`src/rtl/acia_bridge.sv`:
```
// acia_bridge: bus master that stands in for the CPU on the ACIA register port.
// It initialises the ACIA, polls the status register, and moves bytes between
// the ACIA data register and a pair of valid/ready byte streams.
//
// state      | meaning
// -----------+-----------------------------------------------------------
// S_INIT_RST | write 0x03 to control (ACIA master reset)
// S_INIT_CFG | write CTRL_WORD to control
// S_POLL     | read status register
// S_STAT     | status on i_acia_dout; choose RX read, TX write or idle
// S_RXRD     | read data register (clears ACIA rx-full)
// S_RXCAP    | capture read data into the one-entry rx buffer
// S_TXWR     | write tx byte to data register while i_tx_valid is high
// S_GAP      | idle POLL_GAP cycles before the next status read
module acia_bridge #(
  parameter logic [7:0]  CTRL_WORD = 8'h15,
  parameter int unsigned POLL_GAP  = 0
) (
  input  logic       clk,
  input  logic       rst,
  output logic       o_acia_cs,
  output logic       o_acia_we,
  output logic       o_acia_rs,
  output logic [7:0] o_acia_din,
  input  logic [7:0] i_acia_dout,
  input  logic [7:0] i_tx_data,
  input  logic       i_tx_valid,
  output logic       o_tx_ready,
  output logic [7:0] o_rx_data,
  output logic       o_rx_valid,
  input  logic       i_rx_ready,
  output logic       o_rx_err,
  input  logic       i_err_clr
);

  typedef enum logic [2:0] {
    S_INIT_RST,
    S_INIT_CFG,
    S_POLL,
    S_STAT,
    S_RXRD,
    S_RXCAP,
    S_TXWR,
    S_GAP
  } state_t;

  // GAP is entered with the counter preloaded so it lasts exactly POLL_GAP cycles.
  localparam bit         GAP_EN   = (POLL_GAP > 0);
  localparam logic [7:0] GAP_LOAD = GAP_EN ? 8'(POLL_GAP - 1) : 8'd0;

  state_t     r_state;
  logic [7:0] r_gap_cnt;
  logic [7:0] r_rx_data;
  logic       r_rx_valid;
  logic       r_rx_err;

  wire        w_rx_full  = i_acia_dout[0];
  wire        w_tx_empty = i_acia_dout[1];
  wire        w_stat_err = i_acia_dout[4] | i_acia_dout[5];

  // Sequencer, rx buffer and sticky error flag.
  always_ff @(posedge clk) begin
    if (rst) begin
      r_state    <= S_INIT_RST;
      r_gap_cnt  <= 8'd0;
      r_rx_data  <= 8'd0;
      r_rx_valid <= 1'b0;
      r_rx_err   <= 1'b0;
    end else begin
      if (r_rx_valid && i_rx_ready) begin
        r_rx_valid <= 1'b0;
      end

      // A fresh error report outranks a simultaneous clear request.
      if (r_state == S_STAT && w_stat_err) begin
        r_rx_err <= 1'b1;
      end else if (i_err_clr) begin
        r_rx_err <= 1'b0;
      end

      case (r_state)
        S_INIT_RST: r_state <= S_INIT_CFG;
        S_INIT_CFG: r_state <= S_POLL;
        S_POLL:     r_state <= S_STAT;
        S_STAT: begin
          // Registered r_rx_valid is used on purpose: a pop in this cycle
          // only makes the next poll eligible for a data read.
          if (w_rx_full && !r_rx_valid) begin
            r_state <= S_RXRD;
          end else if (w_tx_empty && i_tx_valid) begin
            r_state <= S_TXWR;
          end else if (GAP_EN) begin
            r_state   <= S_GAP;
            r_gap_cnt <= GAP_LOAD;
          end else begin
            r_state <= S_POLL;
          end
        end
        S_RXRD:     r_state <= S_RXCAP;
        S_RXCAP: begin
          r_rx_data  <= i_acia_dout;
          r_rx_valid <= 1'b1;
          r_state    <= S_POLL;
        end
        S_TXWR:     r_state <= S_POLL;
        S_GAP: begin
          if (r_gap_cnt == 8'd0) begin
            r_state <= S_POLL;
          end else begin
            r_gap_cnt <= r_gap_cnt - 8'd1;
          end
        end
        default:    r_state <= S_INIT_RST;
      endcase
    end
  end

  // Bus strobes decode from the state register and are held low during reset.
  always_comb begin
    o_acia_cs  = 1'b0;
    o_acia_we  = 1'b0;
    o_acia_rs  = 1'b0;
    o_acia_din = 8'd0;
    o_tx_ready = 1'b0;
    if (!rst) begin
      case (r_state)
        S_INIT_RST: begin
          o_acia_cs  = 1'b1;
          o_acia_we  = 1'b1;
          o_acia_din = 8'h03;
        end
        S_INIT_CFG: begin
          o_acia_cs  = 1'b1;
          o_acia_we  = 1'b1;
          o_acia_din = CTRL_WORD;
        end
        S_POLL: begin
          o_acia_cs = 1'b1;
        end
        S_RXRD: begin
          o_acia_cs = 1'b1;
          o_acia_rs = 1'b1;
        end
        S_TXWR: begin
          // If the producer withdrew, the slot passes with no access.
          o_acia_cs  = i_tx_valid;
          o_acia_we  = 1'b1;
          o_acia_rs  = 1'b1;
          o_acia_din = i_tx_data;
          o_tx_ready = i_tx_valid;
        end
        default: begin
          o_acia_cs = 1'b0;
        end
      endcase
    end
  end

  assign o_rx_data  = r_rx_data;
  assign o_rx_valid = r_rx_valid;
  assign o_rx_err   = r_rx_err;

endmodule

```
`config.mk`:
```
export PLATFORM = sky130hd
export DESIGN_NAME = acia_bridge
export DESIGN_NICKNAME = d
export VERILOG_FILES = /design/src/rtl/acia_bridge.sv
export SDC_FILE = /design/constraint.sdc
export NUM_CORES = 1
export LEC_CHECK = 0
export BUFFER_PORTS_ARGS = -buffer_cell sky130_fd_sc_hd__buf_2
export CAP_MARGIN = 20
export CORE_MARGIN = 2
export CORE_UTILIZATION = 53
export CTS_BUF_LIST = sky130_fd_sc_hd__clkbuf_8
export DETAILED_ROUTE_END_ITERATION = 8
export PLACE_DENSITY = 0.86
export SYNTH_ARGS = -nofsm -noshare
export SYNTH_HDL_FRONTEND = slang
export SYNTH_SLANG_ARGS = --single-unit
```
`constraint.sdc`:
```
create_clock -name clk -period 4.7 [get_ports clk]
set_clock_uncertainty 0.2 [all_clocks]
set_input_delay 0.705 -clock clk [delete_from_list [all_inputs] [get_ports clk]]
set_output_delay 0.705 -clock clk [all_outputs]
set_load 0.1 [all_outputs]
```
==> qor.yml <==
synth:
  synth_fp_nets: 151
  mappedNetlistArea_um2: 1070
  synth_largest_area_cell: "dfxtp_1"
  syn_avg_cell_area_um2: 8.39
  synth_area_leaders: "dfxtp_1, mux2i_1, nor2_1, a21oi_1, a211oi_1"
  ys_ff_latch: 21
  ys_seq_area_share_pct: 39.2
  ys_warn_count: 0
  syn_inst: 128
  yosysUniqueCellTypes: 35
  synth_top_area_share_pct: 39.2
global_routing:
  grt_pass1_vias: 974
  grt_max_degree: 33
  top_usage_layer: "met2"
  grtUsageMet1_pct: 24.0
  grt_pass1_wl_um: 4060
  grt_overflow: 0
  antenna_found_initial: 0
  grt_usage_pct: 21.7
  use_met2_pct: 40.0
  met3_usage_pct: 3.99
pwr:
  pwr-share-seq_pct: 50.5
  p_comb_share_pct: 18.9
  power_frac_clock_pct: 30.6
  pwr_density_cell_nw_per_um2: 276
  switching_share_pct: 30.7
  ir_worst_vdd_mv: 0.211
  finalPower_uw: 368
  internal-power_uw: 255
  leakage_nw: 0.654
  power_switching_uw: 113
layout:
  syn_to_final_growth_pct: 24.4
  antennaDiodeCount: 0
  drive_above_1_share_pct: 30.5
  multiInputGateArea_um2: 607
  fin_nets: 191
  num-fill-cells: 165
  seqCellArea_um2: 420
placed_design:
  pre_cts_slack_ps: 1800
  port_buffers: 42
  gp_congestion: 0.821
  dpl.hpwl_um: 1770
clock_network:
  clk_latency_ps: 260
  ctsHoldBuffers: 0
  cts_buffers: 3
  htreeDepth: 1
  cts_setup_buffers: 0
  cts.clk_slew.worst_paths_ps: 70
  cts_root_buffer: "clkbuf_8"
  cts_tree: "yes"
  clock_path_buffers: 2
  cts_num_sinks: 21
  cts_resized: 0
setup_path:
  crit_path_end_kind: "output pin"
  critPathMostFrequentCell: "buf_2"
  crit_required_ps: 3800
  crit_arrival_ps: 2010
  r2r_cells: 5
  worstPathMaxFanout: 32
  cpMaxStageDelayCell: "buf_2"
  critPathKind: "in2out"
  cpPeakStageDelay_ps: 420
  path_cells: "buf_2, nor3_1, and2_1, buf_2"
  cp-start-kind: "input port"
sta:
  period_share_pct: 62.0
  setup_ws_ps: 1790
  worst_slew_pin_slew_ps: 718
  rsz0062_at_grt: "false"
  hold_violations: 0
  finalSetupTns_ps: 0
  finalSetupViolations: 0
  max_freq_mhz: 343
  slew_violations: 0
  timing.final.crit_period_ps: 2910
  whs_ps: 294
  slew-limit-headroom_pct: 52.0
floorplan:
  rows: 16
  chipHeight_um: 49.0
  core_um2: 1940
  die_area_um2: 2400
  start_util_pct: 55.3
  die_w_um: 49.0
  ios: 43
routing:
  routed-via-count: 1040
  ant_nets: 0
  drc: 0
  first_pass_iters: 4
  wirelength_um: 2360
  viasPerCell: 5.36
  first_iter_violations: 18
  wl_per_cell_um: 12.2
hold_path:
  hold_depth: 2
  hp-class: "reg2reg"
run:
  max-cap-violations: 0
run_status:
  status: "finished clean"
[synthesized netlist by cell type]
cell type / count
and2_1: 5
or4_1: 2
clkbuf_1: 4
nand3_1: 3
mux2_2: 3
inv_1: 5
dfxtp_1: 21
nor3_1: 4
mux2i_1: 8
nor4_1: 1
nand4bb_1: 1
nor2_1: 20
a211o_1: 2
or2_2: 2
o21ai_0: 2
nor3b_1: 2
buf_2: 1
nor2b_1: 2
a21oi_1: 9
o32a_1: 1
a2111o_1: 1
and3b_1: 1
or3b_2: 1
nor4b_1: 1
buf_1: 2
ha_1: 2
a21o_1: 2
nand2_1: 7
nand2b_1: 3
nor4bb_1: 1
or3_1: 1
a31oi_1: 1
a211oi_1: 5
nand3b_1: 1
nand4_1: 1
[power by group through the flow]
| stage | Clock, mW | Sequential (mW) | Combinational [mW] |
|---|---|---|---|
| after floorplan | 0 | 0.192 | 0.0509 |
| after global placement | 0 | 0.190 | 0.0677 |
| after detailed placement | 0 | 0.190 | 0.0692 |
| after CTS | 0.116 | 0.186 | 0.0694 |
| after global routing | 0.123 | 0.187 | 0.0728 |
| final | 0.113 | 0.186 | 0.0694 |
[flip-flops by register name, summed over array words and instances (netlist names)]
name        flops
o_rx_data       8
r_state         3
o_rx_valid      1
r_gap_cnt       8
o_rx_err        1
[worst max-delay path: cells and delay by family]
family                 cells  cell delay (ps)
buffers and inverters      2              690
and+or+nand+nor            2              600
[routing by layer]
metal	vias to the layer above	share of wire, %
met5	-	0
met4	0	1.4
met3	5	5.1
met2	32	52
met1	471	42
li1	532	-
[stage by stage]
stage	cells	cell area [µm²]	util (%)
global route	194	1340	68.8
floorplan	128	1070	-
finish	194	1340	68.8
detailed placement	190	1290	66.4
global placement	190	1290	66.4
CTS	194	1340	68.8
[cell type report]
class                           instances  area share, %
Timing Repair Buffer                   42           15.7
Inverter                                5           1.41
Clock buffer                            3           3.09
Multi-Input combinational cell         95           45.5
Tap cell                               27           2.53
Sequential cell                        21           31.5
Clock inverter                          1          0.281
[path summary, 6_finish.rpt]
kind / slack (ps) / start / endpoint
worst max-delay path: 1790 / rst / o_acia_din[7]
worst min-delay path: 290 / o_rx_valid / o_rx_valid
worst max register to register: 2570 / r_gap_cnt[0] / r_gap_cnt[0]
worst min register to register: 290 / o_rx_valid / o_rx_valid
[cell usage in the layout (no fill, tap or decap), types with 2 or more instances in the layout]
cell	n
buf_2	42
dfxtp_1	21
nor2_1	20
a21oi_1	9
mux2i_1	8
nand2_1	7
inv_1	6
and2_1	5
a211oi_1	5
nor3_1	4
nand3_1	3
nand2b_1	3
mux2_2	3
clkbuf_8	3
or2_2	2
nor3b_1	2
a211o_1	2
a21o_1	2
nor2b_1	2
or4_1	2
o21ai_0	2
ha_1	2
[cell families (layout without fill, tap and decap cells)]
| family | count (synthesis) | after routing | share of synthesized area [%] |
|---|---|---|---|
| and+or+nand+nor | 59 | 59 | 29.4 |
| AOI/OAI and AO/OA | 23 | 23 | 14.2 |
| DFF | 21 | 21 | 39.2 |
| buffers and inverters | 12 | 51 | 4.31 |
| muxes | 11 | 11 | 10.6 |
| adders and majority gates | 2 | 2 | 2.33 |
No activity file was read; power rests on OpenSTA's default activity.
